**src/rtl/pps_monitor_pkg.sv**
```systemverilog
// Shared types and helpers for the PPS monitor: FSM state encoding and the
// good-period window check.
package pps_monitor_pkg;

    typedef enum logic [1:0] {
        SEARCH  = 2'd0,
        MEASURE = 2'd1,
        LOCKED  = 2'd2
    } state_e;

    // Written as p + tol >= freq so that freq < tol cannot underflow.
    function automatic logic in_window(
        input longint unsigned p,
        input longint unsigned clk_freq,
        input longint unsigned tolerance
    );
        return ((p + tolerance) >= clk_freq) && (p <= (clk_freq + tolerance));
    endfunction

endpackage

```
**src/rtl/pulse_stretch.sv**
```systemverilog
// Retriggerable pulse stretcher: load reloads a down-counter to LEN and the
// output stays high while the counter is non-zero.
module pulse_stretch #(
    parameter int unsigned LEN = 32'd8
) (
    input  logic clk,
    input  logic rst,
    input  logic load,
    output logic active
);

    localparam int unsigned W = $clog2(LEN + 32'd1);

    logic [W-1:0] cnt_d, cnt_q;
    logic         active_d, active_q;

    // Reload on load, otherwise count down to zero.
    always_comb begin
        cnt_d = cnt_q;
        if (load) begin
            cnt_d = W'(LEN);
        end else if (cnt_q != '0) begin
            cnt_d = cnt_q - W'(1);
        end else begin
            cnt_d = '0;
        end
        active_d = (cnt_d != '0);
    end

    // Counter and output register.
    always_ff @(posedge clk or posedge rst) begin
        if (rst) begin
            cnt_q    <= '0;
            active_q <= 1'b0;
        end else begin
            cnt_q    <= cnt_d;
            active_q <= active_d;
        end
    end

    assign active = active_q;

endmodule

```
**src/rtl/pps_monitor.sv**
```systemverilog
// GPS PPS conditioner: synchroniser, edge strobe, stretched IRQ, period
// measurement and lock/loss FSM. Define PPS_MONITOR_LOSS_IRQ_EN to also
// raise pps_irq on every loss strobe.
module pps_monitor
    import pps_monitor_pkg::*;
#(
    parameter int unsigned CLK_FREQ    = 32'd100000000,
    parameter int unsigned TOLERANCE   = 32'd1000,
    parameter int unsigned LOCK_COUNT  = 32'd3,
    parameter int unsigned IRQ_STRETCH = 32'd8,
    parameter int unsigned CNT_W       = 32'd32
) (
    input  logic             bus_clk,
    input  logic             bus_rst,
    input  logic             pps_in,
    output logic             pps_out,
    output logic             pps_pulse,
    output logic             pps_irq,
    output logic [CNT_W-1:0] period,
    output logic             period_valid,
    output logic             locked,
    output logic             loss
);

    localparam int unsigned     GCNT_W      = $clog2(LOCK_COUNT + 32'd1);
    localparam logic [CNT_W-1:0] TIMEOUT_CNT = CNT_W'(CLK_FREQ + TOLERANCE);

    logic              s0_d, s0_q, s1_d, s1_q, d_d, d_q;
    logic              pulse_d, pulse_q;
    logic              pulse_s, good_s, timeout_s, stretch_load_s;
    logic [CNT_W-1:0]  cnt_d, cnt_q, elapsed_s;
    logic [CNT_W-1:0]  period_d, period_q;
    logic [GCNT_W-1:0] good_cnt_d, good_cnt_q, good_next_s;
    logic              period_valid_d, period_valid_q;
    logic              locked_d, locked_q, loss_d, loss_q;
    state_e            state_d, state_q;

    // The FSM acts on the same edge that registers pps_pulse, so period,
    // locked and loss change together with the visible strobe.
    always_comb begin
        s0_d        = pps_in;
        s1_d        = s0_q;
        d_d         = s1_q;
        pulse_s     = s1_q & ~d_q;
        pulse_d     = pulse_s;
        elapsed_s   = cnt_q + CNT_W'(1);
        good_s      = in_window(64'(elapsed_s), 64'(CLK_FREQ), 64'(TOLERANCE));
        timeout_s   = (cnt_q == TIMEOUT_CNT);
        good_next_s = good_cnt_q + GCNT_W'(1);
        if (pulse_s) begin
            cnt_d = '0;
        end else if (&cnt_q) begin
            cnt_d = cnt_q;
        end else begin
            cnt_d = cnt_q + CNT_W'(1);
        end
    end

    // Lock/loss next-state logic.
    always_comb begin
        state_d        = state_q;
        good_cnt_d     = good_cnt_q;
        locked_d       = locked_q;
        period_d       = period_q;
        period_valid_d = 1'b0;
        loss_d         = 1'b0;
        case (state_q)
            SEARCH: begin
                if (pulse_s) begin
                    state_d    = MEASURE;
                    good_cnt_d = '0;
                end else begin
                    state_d = SEARCH;
                end
            end
            MEASURE, LOCKED: begin
                if (pulse_s) begin
                    period_d       = elapsed_s;
                    period_valid_d = 1'b1;
                    if (!good_s) begin
                        state_d    = MEASURE;
                        good_cnt_d = '0;
                        locked_d   = 1'b0;
                        loss_d     = locked_q;
                    end else if (state_q == LOCKED) begin
                        state_d = LOCKED;
                    end else if (good_next_s == GCNT_W'(LOCK_COUNT)) begin
                        state_d    = LOCKED;
                        good_cnt_d = good_next_s;
                        locked_d   = 1'b1;
                    end else begin
                        good_cnt_d = good_next_s;
                    end
                end else if (timeout_s) begin
                    state_d    = SEARCH;
                    good_cnt_d = '0;
                    locked_d   = 1'b0;
                    loss_d     = locked_q;
                end else begin
                    state_d = state_q;
                end
            end
            default: begin
                state_d    = SEARCH;
                good_cnt_d = '0;
                locked_d   = 1'b0;
            end
        endcase
    end

    // All monitor state.
    always_ff @(posedge bus_clk or posedge bus_rst) begin
        if (bus_rst) begin
            s0_q           <= 1'b0;
            s1_q           <= 1'b0;
            d_q            <= 1'b0;
            pulse_q        <= 1'b0;
            cnt_q          <= '0;
            period_q       <= '0;
            good_cnt_q     <= '0;
            period_valid_q <= 1'b0;
            locked_q       <= 1'b0;
            loss_q         <= 1'b0;
            state_q        <= SEARCH;
        end else begin
            s0_q           <= s0_d;
            s1_q           <= s1_d;
            d_q            <= d_d;
            pulse_q        <= pulse_d;
            cnt_q          <= cnt_d;
            period_q       <= period_d;
            good_cnt_q     <= good_cnt_d;
            period_valid_q <= period_valid_d;
            locked_q       <= locked_d;
            loss_q         <= loss_d;
            state_q        <= state_d;
        end
    end

`ifdef PPS_MONITOR_LOSS_IRQ_EN
    assign stretch_load_s = pulse_s | loss_d;
`else
    assign stretch_load_s = pulse_s;
`endif

    pulse_stretch #(
        .LEN (IRQ_STRETCH)
    ) u_irq_stretch (
        .clk    (bus_clk),
        .rst    (bus_rst),
        .load   (stretch_load_s),
        .active (pps_irq)
    );

    assign pps_out      = d_q;
    assign pps_pulse    = pulse_q;
    assign period       = period_q;
    assign period_valid = period_valid_q;
    assign locked       = locked_q;
    assign loss         = loss_q;

endmodule

```
**config.mk**
```make
export PLATFORM = sky130hd
export DESIGN_NAME = pps_monitor
export DESIGN_NICKNAME = d
export VERILOG_FILES = /design/src/rtl/pps_monitor_pkg.sv /design/src/rtl/pulse_stretch.sv /design/src/rtl/pps_monitor.sv
export SDC_FILE = /design/constraint.sdc
export NUM_CORES = 1
export LEC_CHECK = 0
export ABC_AREA = 1
export BUFFER_PORTS_ARGS = -buffer_cell sky130_fd_sc_hd__buf_4
export CAP_MARGIN = 20
export CORE_MARGIN = 1
export CORE_UTILIZATION = 35
export CTS_CLUSTER_SIZE = 10
export DETAILED_ROUTE_END_ITERATION = 8
export SETUP_SLACK_MARGIN = 0.02
export SLEW_MARGIN = 20
export SYNTH_ARGS = -nofsm -noshare
export SYNTH_HDL_FRONTEND = slang
export SYNTH_SLANG_ARGS = --single-unit
```
**constraint.sdc**
```tcl
create_clock -name bus_clk -period 3.28 [get_ports bus_clk]
set_input_delay 0.656 -clock bus_clk [delete_from_list [all_inputs] [get_ports bus_clk]]
set_output_delay 0.656 -clock bus_clk [all_outputs]
set_load 0.02 [all_outputs]
```
Word-level counts from Yosys, hierarchy flattened
Cells that the tools add are included.
{ "word_totals": {"ff_bits": 80, "latch_bits": 0, "mem_bits_rw": 0, "rom_bits": 0, "inputBits": 3, "output_inout_bits": 38, "word_cells": 70, "n_memories": 0} }
{ "op_classes": {"add_sub_neg": 4, "multipliers": 0, "div": 0, "n_lt_le_gt_ge": 2, "n_eq_ne": 10, "n_shift": 0, "mux": 28, "bitwise": 3, "reduce_logical": 10} }
{ "ops": {"columns": ["cell", "count"], "rows": [
  ["32-bit two-way mux", 2],
  ["32-bit by 10-bit adder with 33-bit output, second input constant", 1],
  ["33-bit by 27-bit >= comparator with 1-bit output, second input constant", 1],
  ["32-bit by 1-bit adder with 32-bit output, second input constant", 1],
  ["32-bit by 27-bit equality test with 1-bit output, second input constant", 1],
  ["32-bit by 27-bit less-or-equal comparator with 1-bit output, second input constant", 1],
  ["32-bit AND reduction", 1],
  ["2-bit two-way mux", 9],
  ["1-bit two-way mux", 12],
  ["4-bit two-way mux", 2],
  ["4-bit != test, second input constant", 2],
  ["2-bit case mux with 2 select lines", 2],
  ["4-bit nonzero test", 2],
  ["5-bit != test, second input constant", 1],
  ["2-bit equality test, second input constant", 2],
  ["2-bit != test, second input constant", 2],
  ["2-bit AND reduction", 2],
  ["4-bit AND reduction", 1],
  ["4-bit by 1-bit subtractor with 4-bit output, second input constant", 1],
  ["3-bit != test, second input constant", 1],
  ["3-bit AND reduction", 1],
  ["2-bit by 1-bit adder with 2-bit output, second input constant", 1],
  ["2-bit by 1-bit equality test with 1-bit output, second input constant", 1],
  ["2-bit logical NOT", 1],
  ["other kinds (5)", 6]
]} }

Depth between registers and ports, before layout
{ "logic_depth": {"depth_word": 7, "depth_mapped": 26, "ltp_nobuf": 26} }

Modules after synthesis
A second synthesis with hierarchy kept.
{ "hier_totals": {"cells_unflattened": 815, "hier_area_um2": 5401.4} }
{ "modules_own_cells": {"columns": ["module", "instances", "cells_per_inst", "area_each_um2", "seq_area_each_um2"], "rows": [
  ["pps_monitor", 1, 783, 5141.2, 1876.8],
  ["pulse_stretch", 1, 32, 260.2, 125.1]
]} }

Worst setup path before layout
OpenSTA, ideal clock, no wires.
{ "synth_timing": {"path_kind": "flip-flop to flip-flop", "from": "register cnt_q[0]", "to": "register locked_q, in the netlist locked", "setup_time_ns": 0.120, "t_arrival_ns": 2.521, "required_ns": 3.160, "path_slack_ns": 0.639, "stages_incl_launch_ff": 24, "n_path_buf": 0, "synth_period_minus_slack_ns": 2.641, "path_cell_list": "dfrtp_1 ha_1 nand2_2 inv_1 nand2_1 nand2_1 inv_1 ha_1 nor2_1 nand3_1 nand3_1 nand2_1 nand3b_1 nor2_1 nand2_1 nand2_1 nor2_1 nand2_1 nor2_4 nand2_4 nand4_2 nand2_1 o21ai_1 nand2_1"} }
{ "synth_between": {"elab_chain_len": 7, "word_cells_on_any_way": 13, "classes_between": "2 x add/sub; 2 x order compare; 4 x eq/ne; 3 x mux; 2 x reduce/logical"} }
{ "synth_lines": {"columns": ["element", "line", "text"], "rows": [
  ["start: declaration", "pps_monitor.sv:31", "logic [CNT_W-1:0] cnt_d, cnt_q, elapsed_s;"],
  ["start signal: assignment", "pps_monitor.sv:130", "cnt_q <= cnt_d;"],
  ["32-bit by 1-bit adder with 32-bit output (*)", "pps_monitor.sv:46", "elapsed_s = cnt_q + CNT_W'(1);"],
  ["named net elapsed_s[4]", "pps_monitor.sv:31", null],
  ["32-bit by 10-bit adder with 33-bit output", "pps_monitor_pkg.sv:17", "return ((p + tolerance) >= clk_freq) && (p <= (clk_freq + tolerance));"],
  ["33-bit by 27-bit >= comparator with 1-bit output", "pps_monitor_pkg.sv:17", null],
  ["1-bit logical AND (*)", "pps_monitor_pkg.sv:17", null],
  ["1-bit two-way mux", "pps_monitor.sv:80", "if (!good_s) begin"],
  ["1-bit two-way mux", "pps_monitor.sv:77", "if (pulse_s) begin"],
  ["1-bit case mux with 2 select lines", "pps_monitor.sv:67", "case (state_q)"],
  ["end signal: assignment", "pps_monitor.sv:134", "locked_q <= locked_d;"],
  ["end: declaration", "pps_monitor.sv:35", "logic locked_d, locked_q, loss_d, loss_q;"]
]} }
Mark *: on every way through the listed nets, which the timed path passes. The rest lies on a longest branch.
A chain may end at the register's enable or synchronous reset.

Worst setup path after layout
{ "layout_timing": {"from": "register cnt_q[1]", "to": "register state_q[1]"} }
{ "layout_between": {"elab_chain_len": 7, "word_cells_on_any_way": 12, "classes_between": "2 x add/sub; 2 x order compare; 3 x eq/ne; 3 x mux; 2 x reduce/logical"} }
{ "layout_lines": {"columns": ["element", "line", "text"], "rows": [
  ["32-bit by 1-bit adder with 32-bit output", "pps_monitor.sv:46", null],
  ["32-bit by 10-bit adder with 33-bit output", "pps_monitor_pkg.sv:17", null],
  ["33-bit by 27-bit >= comparator with 1-bit output", "pps_monitor_pkg.sv:17", null],
  ["1-bit logical AND", "pps_monitor_pkg.sv:17", null],
  ["2-bit two-way mux", "pps_monitor.sv:80", null],
  ["2-bit two-way mux", "pps_monitor.sv:77", null],
  ["2-bit case mux with 2 select lines", "pps_monitor.sv:67", null],
  ["end signal: assignment", "pps_monitor.sv:136", "state_q <= state_d;"],
  ["end: declaration", "pps_monitor.sv:36", "state_e state_d, state_q;"]
]} }
Parallel ways exist; a longest one is shown, timed or not.

==> flow_summary.yaml <==
pwr:
  seq_power_share_pct: 44.6
  p_total_mw: 2.522
  vdd_drop_max_mv: 0.3193
  power_switching_mw: 0.7333
  combPwrFrac_pct: 14.7
  power_density_nw_per_um2: 379.6
  internal_power_mw: 1.789
  power_frac_clock_pct: 40.7
  p_sw_share_pct: 29.07
  leakagePower_nw: 3.144
place:
  dp_hpwl_mm: 12.16
  place_area_sq_um: 6146
  gp_congestion: 0.9525
  io_buffers: 40
  post-place-cells: 1068
layout:
  multi_input_area_sq_um: 3261
  antennaDiodeCount: 0
  syn_to_final_growth_pct: 20.57
  mostFrequentLayoutCell: "nand2_1"
  layout_common_cells: "nand2_1, inv_1, nor2_1, dfrtp_1, o21ai_0"
  nets: 886
  drive_above_1_share_pct: 22.01
  final_cells: 1088
  final_core_util_pct: 43.55
  final_area_sq_um: 6645
  fillerInstances: 1607
  seq_area_sq_um: 2014
sta:
  slew_viol_final: 0
  fin_worst_skew_ns: 0.005558
  setup_violations: 0
  slew_headroom_pct: 68.25
  min_period_over_period_pct: 90.54
  hold_slack_ns: 0.3534
  max_freq_mhz: 336.7
  hold_viol_final: 0
  worst_pin_slew_ns: 0.4713
  period_minus_slack_ns: 2.970
drt:
  ant_nets: 0
  wl_mm: 15.78
  remaining_drc_errors: 0
  vias_per_cell: 4.933
  vias: 5367
  first_iter_violations: 247
  dr.pass1.iters: 5
  avgRoutedWirePerCell_microns: 14.50
global_route:
  grt_usage_pct: 21.01
  grt_max_degree: 81
  grt_pass1_wl_mm: 26.08
  antenna_found_initial: 0
  gr-total-overflow: 0
  grt_pass1_vias: 5172
clock_tree:
  cts_tree: "done"
  clk_latency_ns: 0.35
  h-tree-depth: 3
  ctsRootBufferMaster: "clkbuf_16"
  clk_pin_slew_ns: 0.06
  cts_num_sinks: 80
  cts_buffers: 9
  cts.path.max_buffers: 2
synth:
  synth_area_leader_cell: "dfrtp_1"
  synthSimpleGateAreaFrac_pct: 45.95
  ys_ff_latch: 80
  synthTopCellsByArea: "dfrtp_1, nand2_1, inv_1"
  synth_top_family_by_area: "simple AND/OR/NAND/NOR gates"
  synth_warnings: 0
  synth_fa_ha_area_share_pct: 2.497
  ys_dominant_reg_cell: "dfrtp_1"
  synthXorXnorAreaFrac_pct: 0.3178
  synth_nets: 830
  synth_area_per_cell_sq_um: 6.754
  ys_types: 32
  syn-cell-area_sq_um: 5512
  synth_edf_count: 0
  synth_compound_area_share_pct: 7.560
  synth_top_area_share_pct: 36.32
  syn_inst: 816
  ys_async_sr_fraction_pct: 100.0
  synth.mux.area_fraction_pct: 0
  ys_seq_area_share_pct: 36.32
worst_setup_path:
  worstSetupPathType: "reg2reg"
  crit_chain: "ha_4 -> nand2_2 -> nor2_8 -> nand2_4 -> inv_1 -> nand3_1 -> nand2_1 -> nand2_2 -> nor2_8 -> nand3_4 -> nor2_4 -> nand2_1 -> a21oi_1 -> nand3_1 -> nand2_1 -> nand2_2 -> nand2_4 -> nand4_4 -> nor2_1 -> nor2_1 -> nand2_1 -> nand2_1"
  path_common_cell: "nand2_1"
  cp-start-kind: "register"
  cpMaxStageDelayCell: "dfrtp_1"
  cpPeakStageDelay_ns: 0.43
  r2r-start: "cnt_q[1]"
  critPathCaptureType: "register"
  crit_start: "cnt_q[1]"
  worstPathMaxFanout: 7
  worstPathArrival_ns: 3.21
  cp.required_ns: 3.52
floorplan:
  initial_core_util_pct: 36.12
  die_h_microns: 127.5
  ioPinCount: 41
  die_w_microns: 127.5
  rows: 45
  fp.dieArea_sq_um: 16250
  core_sq_um: 15260
run_status:
  status: "complete, no violations"
hold_path:
  hp-class: "reg2reg"
  hp-start: "s0_q"
run:
  maxCapViolCount: 0
-- per-layer routing --
| layer | wire length (microns) | share of wire [%] | GRT usage, % |
|---|---|---|---|
| met5 | 0 | 0 | 0 |
| met2 | 7122 | 45 | 32.75 |
| met3 | 992 | 6.3 | 4.941 |
| met1 | 7253 | 46 | 28.04 |
| met4 | 412 | 2.6 | 8.473 |
-- power groups by stage --
stage	Combinational (mW)	Sequential (mW)	Clock (mW)
2_1_floorplan	0.216	1.16	0
3_3_place_gp	0.361	1.14	0
3_5_place_dp	0.363	1.14	0
4_1_cts	0.363	1.12	1.05
5_1_grt	0.421	1.14	1.09
6_report	0.371	1.13	1.03
-- through the flow --
stage | worst slack, ns | TNS [ns]
after floorplan | 0.5723 | 0
after global placement | 0.1578 | 0
after CTS | 0.1243 | 0
after global routing | -0.01509 | -0.02576
after detailed placement | 0.1336 | 0
final | 0.3103 | 0
-- cells by family (layout without fill, tap and decap cells) --
group / Yosys count / after routing
simple gates: 534 / 534
flops: 80 / 80
compound gates: 81 / 81
xor+xnor: 2 / 2
fa+ha+maj: 11 / 11
buf+inv: 108 / 169
-- Yosys cell counts, types with 6 or more instances --
master / number
nand2_1: 269
nor2_1: 88
clkbuf_1: 13
nand2_2: 24
dfrtp_1: 80
nor4_1: 8
ha_1: 11
nand3_1: 65
o21ai_0: 69
inv_1: 92
nor2_2: 20
nor3_1: 10
nor2_4: 9
nand2_4: 6
nand4_1: 17
-- area by class of cell --
cell class,count,share of cell area (%)
multi-input combinational,628,49.07
tap,211,3.973
clock buffer,10,3.446
sequential,80,30.31
inverter,95,5.423
timing repair buffer,58,6.741
clock inverter,6,1.036
-- critical path, delay by kind of cell, from the launching register on --
family	cells	cell delay [ns]
AO/OA/AOI/OAI	1	0.20
adder cells (fa/ha/maj)	1	0.18
buffers and inverters	1	0.09
flip-flops	1	0.43
AND/OR/NAND/NOR	19	1.95
-- what timing repair did --
item | 4_1_cts | 5_1_grt
endpoints found under the setup margin | 0 | 6
resized for setup | 0 | 57
hold buffers | 0 | 0
endpoints found under the hold margin | 0 | 0
buffers inserted | 0 | 4
-- final timing paths --
path | endpoint | slack (ns) | depth (start not counted)
worst max register to register | state_q[1] | 0.31 | 22
max in group asynchronous | cnt_q[17] | 2.54 | 3
worst min register to register | d_d | 0.35 | 0
worst min-delay path | d_d | 0.35 | 0
worst max-delay path | state_q[1] | 0.31 | 22
min in group asynchronous | period[7] | 0.39 | 3
-- registers in the layout, indices dropped and copies added, names as in the netlist --
| name | flops |
|---|---|
| u_irq_stretch.active | 1 |
| state_q | 2 |
| locked | 1 |
| u_irq_stretch.cnt_q | 4 |
| cnt_q | 32 |
| period | 32 |
| d_d | 1 |
| pps_out | 1 |
| loss | 1 |
| s0_q | 1 |
| period_valid | 1 |
| good_cnt_q | 2 |
| pps_pulse | 1 |
Note: power is estimated with default switching activity, not from simulation.
